<file path="src/rtl/key_decoder.sv">
// PS/2 scancode decoder for a two-player game: synchronizes the byte-valid level,
// walks the E0/F0 prefix FSM and keeps ten held-key bits with a change pulse.
module key_decoder #(
  parameter int unsigned TIMEOUT_CYCLES = 2_000_000
) (
  input  logic       clk,
  input  logic       reset_n,
  input  logic [7:0] data_in,
  input  logic       data_valid,
  output logic [4:0] p1_keys,
  output logic [4:0] p2_keys,
  output logic       key_event
);

  typedef enum logic [1:0] {IDLE, BRK, EXT, EXT_BRK} state_e;

  localparam int unsigned    CNT_W    = $clog2(TIMEOUT_CYCLES + 1);
  localparam logic [CNT_W-1:0] CNT_LAST = CNT_W'(TIMEOUT_CYCLES - 1);

  localparam logic [7:0] B_EXT = 8'hE0;
  localparam logic [7:0] B_BRK = 8'hF0;

  // Key bit order: {p2 bomb,right,left,down,up, p1 bomb,right,left,down,up}.
  function automatic logic [9:0] base_mask(input logic [7:0] code);
    case (code)
      8'h1D:   base_mask = 10'b00000_00001;
      8'h1B:   base_mask = 10'b00000_00010;
      8'h1C:   base_mask = 10'b00000_00100;
      8'h23:   base_mask = 10'b00000_01000;
      8'h29:   base_mask = 10'b00000_10000;
      8'h5A:   base_mask = 10'b10000_00000;
      default: base_mask = '0;
    endcase
  endfunction

  function automatic logic [9:0] ext_mask(input logic [7:0] code);
    case (code)
      8'h75:   ext_mask = 10'b00001_00000;
      8'h72:   ext_mask = 10'b00010_00000;
      8'h6B:   ext_mask = 10'b00100_00000;
      8'h74:   ext_mask = 10'b01000_00000;
      default: ext_mask = '0;
    endcase
  endfunction

  logic [2:0]       sync_q, sync_d;
  logic             strobe_q, strobe_d;
  state_e           state_q, state_d;
  logic [CNT_W-1:0] cnt_q, cnt_d;
  logic [9:0]       keys_q, keys_d;
  logic             event_q, event_d;

  // NOTE: every signal written here gets a default first, so no latch is inferred.
  always_comb begin
    sync_d   = {sync_q[1:0], data_valid};
    strobe_d = sync_q[1] & ~sync_q[2];
    state_d  = state_q;
    keys_d   = keys_q;
    cnt_d    = '0;

    if (strobe_q) begin
      if (data_in == 8'h00 || data_in == 8'hFF) begin
        keys_d  = '0;
        state_d = IDLE;
      end else begin
        case (state_q)
          // Status bytes (AA/FA/EE/FE) hit no map entry, so they fall through harmlessly.
          IDLE: begin
            if (data_in == B_EXT)      state_d = EXT;
            else if (data_in == B_BRK) state_d = BRK;
            else                       keys_d  = keys_q | base_mask(data_in);
          end
          EXT: begin
            if (data_in == B_BRK) begin
              state_d = EXT_BRK;
            end else begin
              keys_d  = keys_q | ext_mask(data_in);
              state_d = IDLE;
            end
          end
          BRK: begin
            keys_d  = keys_q & ~base_mask(data_in);
            state_d = IDLE;
          end
          EXT_BRK: begin
            keys_d  = keys_q & ~ext_mask(data_in);
            state_d = IDLE;
          end
          default: state_d = IDLE;
        endcase
      end
    end else if (state_q != IDLE) begin
      // A stale prefix is dropped silently; a strobe on the same edge takes priority above.
      if (cnt_q == CNT_LAST) state_d = IDLE;
      else                   cnt_d   = cnt_q + CNT_W'(1);
    end

    event_d = (keys_d != keys_q);
  end

  // NOTE: sequential state uses non-blocking assignments only, and every flop,
  // including the synchronizer, is cleared by the asynchronous reset.
  always_ff @(posedge clk or negedge reset_n) begin
    if (!reset_n) begin
      sync_q   <= '0;
      strobe_q <= 1'b0;
      state_q  <= IDLE;
      cnt_q    <= '0;
      keys_q   <= '0;
      event_q  <= 1'b0;
    end else begin
      sync_q   <= sync_d;
      strobe_q <= strobe_d;
      state_q  <= state_d;
      cnt_q    <= cnt_d;
      keys_q   <= keys_d;
      event_q  <= event_d;
    end
  end

  assign p1_keys   = keys_q[4:0];
  assign p2_keys   = keys_q[9:5];
  assign key_event = event_q;

endmodule

</file>
<file path="config.mk">
export PLATFORM = sky130hd
export DESIGN_NAME = key_decoder
export DESIGN_NICKNAME = d
export VERILOG_FILES = /design/src/rtl/key_decoder.sv
export SDC_FILE = /design/constraint.sdc
export NUM_CORES = 1
export LEC_CHECK = 0
export BUFFER_PORTS_ARGS = -buffer_cell sky130_fd_sc_hd__buf_4
export CORE_MARGIN = 2
export CORE_UTILIZATION = 58
export DETAILED_ROUTE_END_ITERATION = 12
export HOLD_SLACK_MARGIN = 0.06
export PLACE_DENSITY = 0.88
export SKIP_CTS_REPAIR_TIMING = 1
export SLEW_MARGIN = 20
export SYNTH_ARGS = -nofsm -noshare
export SYNTH_HDL_FRONTEND = slang
export SYNTH_SLANG_ARGS = --single-unit
</file>
<file path="constraint.sdc">
create_clock -name clk -period 2.3 [get_ports clk]
set_input_delay 0.23 -clock clk [delete_from_list [all_inputs] [get_ports clk]]
set_output_delay 0.23 -clock clk [all_outputs]
set_load 0.01 [all_outputs]
</file>
==> qor.yml, run 1 <==
worst_setup_path:
  worst_path_arrival_ps: 2250
  worstSetupStartpointType: "register"
  reg2reg_slack_ps: 220
  critical_path.reg2reg.endpoint: "key_event"
  crit_end: "key_event"
  path_class: "register to register"
  cp_data_required_time_ps: 2470
  crit-reg2reg-launch: "state_q[1]"
  reg2reg_depth: 6
  timing.critical_path.fanout_max: 10
  critPathLaunch: "state_q[1]"
  setup.worst_path.end_class: "register"
sta:
  tightest_slew_ps: 515.8
  post-route-period-util_pct: 90.47
  max_slew_headroom_at_the_worst_pin_pct: 65.41
  whs_ps: 352.7
  final.min_clock_period_ps: 2081
  setup-violations-final: 0
  skew_ps: 11.62
  final-hold-violation-count: 0
  rsz0062_at_grt: "false"
  achievable-frequency_mhz: 480.6
  tns_ps: 0
  timing.final.ws_setup_ps: 219.2
  timing.final.max_slew_violations: 0
status:
  outcome: "finished, final reports clean"
place:
  detailed_place.area_um2: 2354
  place_ws_ps: 364.2
  buffer_ports.inserted: 21
  gp_congestion: 0.9907
  detailedPlacementHpwl_um: 3183
  dp_cells: 291
logic_synthesis:
  ys_seq_elements: 38
  synth.avg_cell_area_um2: 9.500
  synth-seq-area-share_pct: 44.29
  edff_count_synth: 0
  post_synth_instance_area_um2: 2147
  synth_top_area_cell: "dfrtp_1"
  number_of_warnings_printed_during_yosys_synthesis: 0
  synth_async_sr_flop_share_pct: 100.0
  synth_top_flop_cell: "dfrtp_1"
  yosys.area.top_type_share_pct: 44.29
  ys_types: 52
  synth.net_count: 238
  leading_post_synthesis_cells_by_cell_area: "dfrtp_1, nor2_1, a22o_1"
  synthesis.instances: 226
flow_run:
  max_cap_violations: 0
floorplan:
  number_of_cell_rows: 22
  die_span_y_um: 64.84
  fp.dieArea_um2: 4204
  floorplan_core_area_um2: 3606
  ios: 22
  start_util_pct: 59.54
  die_width_um: 64.84
clock_tree:
  clk_transition_reported_paths_ps: 80
  cts-buffers-inserted: 5
  htree_num_levels: 2
  ctsRootBufferMaster: "clkbuf_8"
  later_pin_clock_latency_in_the_skew_report_ps: 290
  clock_tree.buffer_depth: 2
  tritoncts_clock_tree: "yes"
  clock_sinks: 38
finish:
  final_net_count: 264
  area_growth_syn_to_layout_pct: 14.98
  insertedDiodeCount: 0
  final_cell_area_um2: 2469
  post_layout_nonfiller_instances: 301
  layout-drive-gt1-share_pct: 18.97
  finalCoreUtilization_pct: 68.46
power_and_ir_drop:
  totalPowerFinal_mw: 1.387
  leakage_nw: 0.9978
  power-per-cell-area_nw_per_um2: 561.9
  ir_drop_v: 0.0003586
global_route:
  antenna_violations_before_repair: 0
  grt_remaining_overflow: 0
  global_route_wire_length_before_repair_um: 7679
  first_global_vias: 1685
  grt_usage_pct: 23.69
  grt_max_degree: 39
routing:
  drtPass1Iterations: 7
  drt-vias-per-instance: 6.133
  dr_total_vias: 1846
  first_iter_violations: 205
  routedWlPerCell_um: 15.40
  wirelength_um: 4636
  detail-route-antenna-nets: 0
  drc_viols: 0
min_path:
  timing.hold.worst.start: "sync_q[0]"
  min-delay-path-class: "register to register"
==> placed cells by master, fill, tap and decap left out, types with 2 or more instances in the layout <==
cell type,instances
or3_1,7
a22o_1,10
xnor2_1,9
dfrtp_1,38
nand2_1,11
nor2b_1,2
buf_4,27
o21ai_0,16
nor2_1,31
or4_1,3
xor2_1,7
nor4_1,2
and4_1,2
clkbuf_8,6
dlygate4sd3_1,2
inv_1,8
nand2b_1,3
nor3_1,8
o21ai_1,2
nand4_1,5
nor4_2,4
a22oi_1,3
nand3_1,12
and3_1,2
a21oi_1,4
a31oi_1,2
==> cell families after synthesis <==
logic type               count (synthesis)  share of synthesized area, %
adder cells (fa/ha/maj)                  1                        0.5827
AND/OR/NAND/NOR                        102                         27.39
XOR/XNOR                                16                         6.527
buffers and inverters                   18                         4.021
multiplexers                             1                        0.5244
AO/OA/AOI/OAI                           50                         16.67
flip-flops                              38                         44.29
==> area by class of cell <==
class | count | area, µm²
fillers | 268 | 1137
multi-input cells | 170 | 1110
flip-flops and latches | 38 | 950.9
repair buffers | 29 | 222.7
clock buffers | 6 | 82.58
well taps | 48 | 60.06
inverters | 8 | 30.03
clock inverters | 2 | 12.51
==> sequential cells by signal, indices dropped and copies added, names as in the netlist <==
| register | count |
|---|---|
| key_event | 1 |
| keys_q | 10 |
| cnt_q | 21 |
| sync_q | 3 |
| state_q | 2 |
| strobe_q | 1 |
==> critical path, stage by stage (launching register included) <==
cell       delay [ps]
dfrtp_1           500
nand4bb_1         280
nor3_2            120
a21oi_1           240
o22ai_1           150
a221o_1           280
o41a_1            400
==> power breakdown <==
group          internal [mW]  leakage [nW]  switching [mW]  total [mW]
Sequential             0.691         0.521          0.0330       0.724
Clock                  0.241        0.0472           0.232       0.473
Combinational         0.0731         0.430           0.118       0.191
Total                   1.00         0.998           0.383        1.39
==> synth_stat cells, types with 3 or more instances <==
cell type	number
o21ai_0	17
nand4_1	5
nand3_1	12
nand2b_1	3
nor3_1	8
inv_1	8
dfrtp_1	38
xor2_1	7
a21oi_1	4
a22oi_1	3
or3_1	7
clkbuf_1	5
nor4_2	4
a22o_1	10
or4_1	3
nand2_1	11
xnor2_1	9
nor2_1	31
==> metal layers <==
metal / global-route usage [%] / vias up / part of all wire [%]
met5: 0 / - / 0
met4: 12.50 / 0 / 2.6
met3: 7.118 / 20 / 6.7
met2: 35.57 / 87 / 46
met1: 30.85 / 860 / 44
li1: - / 879 / -
==> how the worst min path moves through the flow <==
stage	cells after the start	endpoint	slack, ps
2_1_floorplan	0	cnt_q[0]	-70
3_3_place_gp	1	cnt_q[3]	220
3_5_place_dp	1	sync_q[2]	230
4_1_cts	1	cnt_q[4]	-90
5_1_grt	3	state_q[1]	340
6_report	0	sync_q[1]	350
Note: power is estimated with default switching activity, not from simulation.
==> run 2, diff against run 1 <==
--- a/config.mk
+++ b/config.mk
@@ -5,12 +5,14 @@
 export SDC_FILE = /design/constraint.sdc
 export NUM_CORES = 1
 export LEC_CHECK = 0
+export ABC_AREA = 1
 export BUFFER_PORTS_ARGS = -buffer_cell sky130_fd_sc_hd__buf_4
 export CORE_MARGIN = 2
-export CORE_UTILIZATION = 58
+export CORE_UTILIZATION = 60
 export DETAILED_ROUTE_END_ITERATION = 12
 export HOLD_SLACK_MARGIN = 0.06
-export PLACE_DENSITY = 0.88
+export PLACE_DENSITY = 0.89
+export RECOVER_POWER = 50
 export SKIP_CTS_REPAIR_TIMING = 1
 export SLEW_MARGIN = 20
 export SYNTH_ARGS = -nofsm -noshare
==> run 2 against run 1 <==
Effect of this change:
- non-clock buffer count decreased by 4
- final cell count increased by 52%
- critical path type unchanged
- largest cell class unchanged
- critical endpoint is now cnt_q[16]
- power is 54% higher
==> qor.yml, run 2 <==
worst_setup_path:
  worstSetupStartpointType: "register"
  timing.critical_path.fanout_max: 11  # +1
  setup.worst_path.end_class: "register"
  worst_path_arrival_ps: 2120  # -130 ps
  cp_data_required_time_ps: 2530  # +60 ps
  path_class: "register to register"
finish:
  max_flop_register: "cnt_q"
  layout-drive-gt1-share_pct: 12.50  # -6.5 points
  multiInputGateArea_um2: 1338  # +21%
  largest_register_ff_count: 21  # unchanged
  top_library_cells_by_usage_in_the_layout_fill_and_taps_aside: "nand2_1, inv_1, nor2_1"
  final_net_count: 420  # +59%
  area_growth_syn_to_layout_pct: 11.94
  leading_cell_type_in_the_layout_fill_and_taps_excluded: "nand2_1"
  sequential_cell_area_um2: 950.9  # unchanged
  final_cell_area_um2: 2826  # +14%
  largest_registers: "cnt_q: 21 flops, keys_q: 10 flops, sync_q: 3 flops"
  insertedDiodeCount: 0  # unchanged
  fillers: 367  # +37%
logic_synthesis:
  post_synth_instance_area_um2: 2525  # +18%
  synth_top_area_cell: "dfrtp_1"
  synthesis.instances: 381  # +69%
  synth.avg_cell_area_um2: 6.627  # -30%
  ys_types: 28  # -46%
  synth_commonest_cells: "nand2_1, inv_1, nor2_1"
  synth-seq-area-share_pct: 37.66  # -6.6 points
  synth_async_sr_flop_share_pct: 100.0  # unchanged
  ys_seq_elements: 38  # unchanged
  synth.net_count: 393  # +65%
  yosys.area.top_type_share_pct: 37.66  # -6.6 points
  leading_post_synthesis_cells_by_cell_area: "dfrtp_1, nand2_1, inv_1"
  most_instantiated_library_cell_after_synthesis: "nand2_1"
  synth_top_flop_cell: "dfrtp_1"
  number_of_warnings_printed_during_yosys_synthesis: 0  # unchanged
  edff_count_synth: 0  # unchanged
global_route:
  grt_remaining_overflow: 0  # unchanged
  grt_max_degree: 39  # unchanged
  first_global_vias: 2142  # +27%
  grt_usage_pct: 26.29  # +2.6 points
  antenna_violations_before_repair: 0  # unchanged
  global_route_wire_length_before_repair_um: 9308  # +21%
sta:
  skew_ps: 6.257  # -5.365 ps
  whs_ps: 357.5  # +4.775 ps
  timing.final.max_slew_violations: 0  # unchanged
  final-hold-violation-count: 0  # unchanged
  tightest_slew_ps: 912.5  # +396.7 ps
  achievable-frequency_mhz: 529.0  # +10%
  max_slew_headroom_at_the_worst_pin_pct: 39.17  # -26 points
  post-route-period-util_pct: 82.19  # -8.3 points
  setup-violations-final: 0  # unchanged
  final.min_clock_period_ps: 1890  # -190.5 ps
  rsz0062_at_grt: "false"
  tns_ps: 0  # unchanged
power_and_ir_drop:
  leakage_nw: 1.347  # +35%
  power.share.combinational_pct: 39.6  # +26 points
  p_switching_uw: 885.7  # +130%
  power-per-cell-area_nw_per_um2: 757.4  # +35%
  power.share.switching_pct: 41.37  # +14 points
  share_clk_of_total_power_pct: 20.2  # -14 points
  p_int_mw: 1.255  # +25%
  ir_drop_v: 0.0004590  # +28%
  sequentialPowerShare_pct: 40.1  # -12 points
flow_run:
  max_cap_violations: 0  # unchanged
clock_tree:
  ctsRootBufferMaster: "clkbuf_8"
  tritoncts_clock_tree: "yes"
  clock_tree.buffer_depth: 2  # unchanged
  htree_num_levels: 2  # unchanged
  clk_transition_reported_paths_ps: 70  # about the same
  clock_sinks: 38  # unchanged
  later_pin_clock_latency_in_the_skew_report_ps: 290  # about the same
  cts-buffers-inserted: 5  # unchanged
floorplan:
  fp.dieArea_um2: 4743  # +13%
  die_span_y_um: 68.87  # +6.2%
  ios: 22  # unchanged
  number_of_cell_rows: 23  # +4.5%
  die_width_um: 68.87  # +6.2%
  floorplan_core_area_um2: 4029  # +12%
  start_util_pct: 62.67  # +3.1 points
place:
  buffer_ports.inserted: 21  # unchanged
  detailed_place.area_um2: 2734  # +16%
  detailedPlacementHpwl_um: 4288  # +35%
  gp_congestion: 0.8889  # -10%
status:
  outcome: "finished, final reports clean"
routing:
  detail-route-antenna-nets: 0  # unchanged
  dr_total_vias: 2505  # +36%
  routed-wl-met2_um: 2579  # +20%
  routed.top_layer: "met4"
  first_iter_violations: 275  # +34%
  met3_length_um: 366  # +18%
  wirelength_um: 5716  # +23%
  routedWlPerCell_um: 12.48  # -19%
  drt-vias-per-instance: 5.469  # -11%
  drtPass1Iterations: 5  # -2
  wl_met1_um: 2696  # +31%
  drc_viols: 0  # unchanged
min_path:
  min-delay-path-class: "register to register"
==> run 2: area by class of cell <==
class,count,share of cell area [%]
clock inverter,2,0.3541
clock buffer,5,2.435
timing repair buffer,25,6.596
multi-input combinational,282,47.32
inverter,56,7.437
tap,50,2.213
sequential,38,33.64
==> run 2: routing by layer <==
metal	vias up	track usage, %
li1	1271	-
met1	1132	38.46
met2	90	40.26
met3	12	4.545
met4	0	7.108
met5	-	0
==> run 2: path summary, 6_finish.rpt <==
path                       slack [ps]         to  cells after the start       start
max                               410  cnt_q[16]                      7  state_q[1]
min                               360  sync_q[1]                      0   sync_q[0]
max reg2reg                       410  cnt_q[16]                      7  state_q[1]
min reg2reg                       360  sync_q[1]                      0   sync_q[0]
max in group asynchronous        1130   cnt_q[1]                      2     reset_n
min in group asynchronous         600  cnt_q[11]                      2     reset_n
==> run 2: worst max-delay path, stage by stage, from the launching register on <==
cell,delay (ps)
dfrtp_1,480
inv_2,140
nand2_1,230
inv_1,190
nor2_4,260
inv_1,220
a21oi_1,170
o21a_1,140
==> run 2: kinds of logic after synthesis <==
logic type               count (synthesis)  share of synthesized area (%)
XOR/XNOR                                 5                          1.735
AND/OR/NAND/NOR                        241                          43.46
buffers and inverters                   61                          9.365
AO/OA/AOI/OAI                           35                          7.285
adder cells (fa/ha/maj)                  1                         0.4955
flip-flops                              38                          37.66
==> run 2: power groups by stage <==
stage	Clock (mW)	Sequential, mW	Combinational [mW]
3_5_place_dp	0	0.866	0.843
3_3_place_gp	0	0.864	0.818
4_1_cts	0.439	0.855	0.845
6_report	0.433	0.859	0.848
5_1_grt	0.468	0.875	0.968
2_1_floorplan	0	0.873	0.567
==> run 2: metrics by stage <==
step           instances  setup slack [ps]  util, %  total power [mW]
2_1_floorplan        381             668.5        -             1.440
3_3_place_gp         449             509.8    67.86             1.682
3_5_place_dp         449             448.1    67.86             1.709
4_1_cts              456             432.3    69.81             2.138
5_1_grt              458             254.6    70.16             2.310
6_report             458             409.7    70.16             2.141
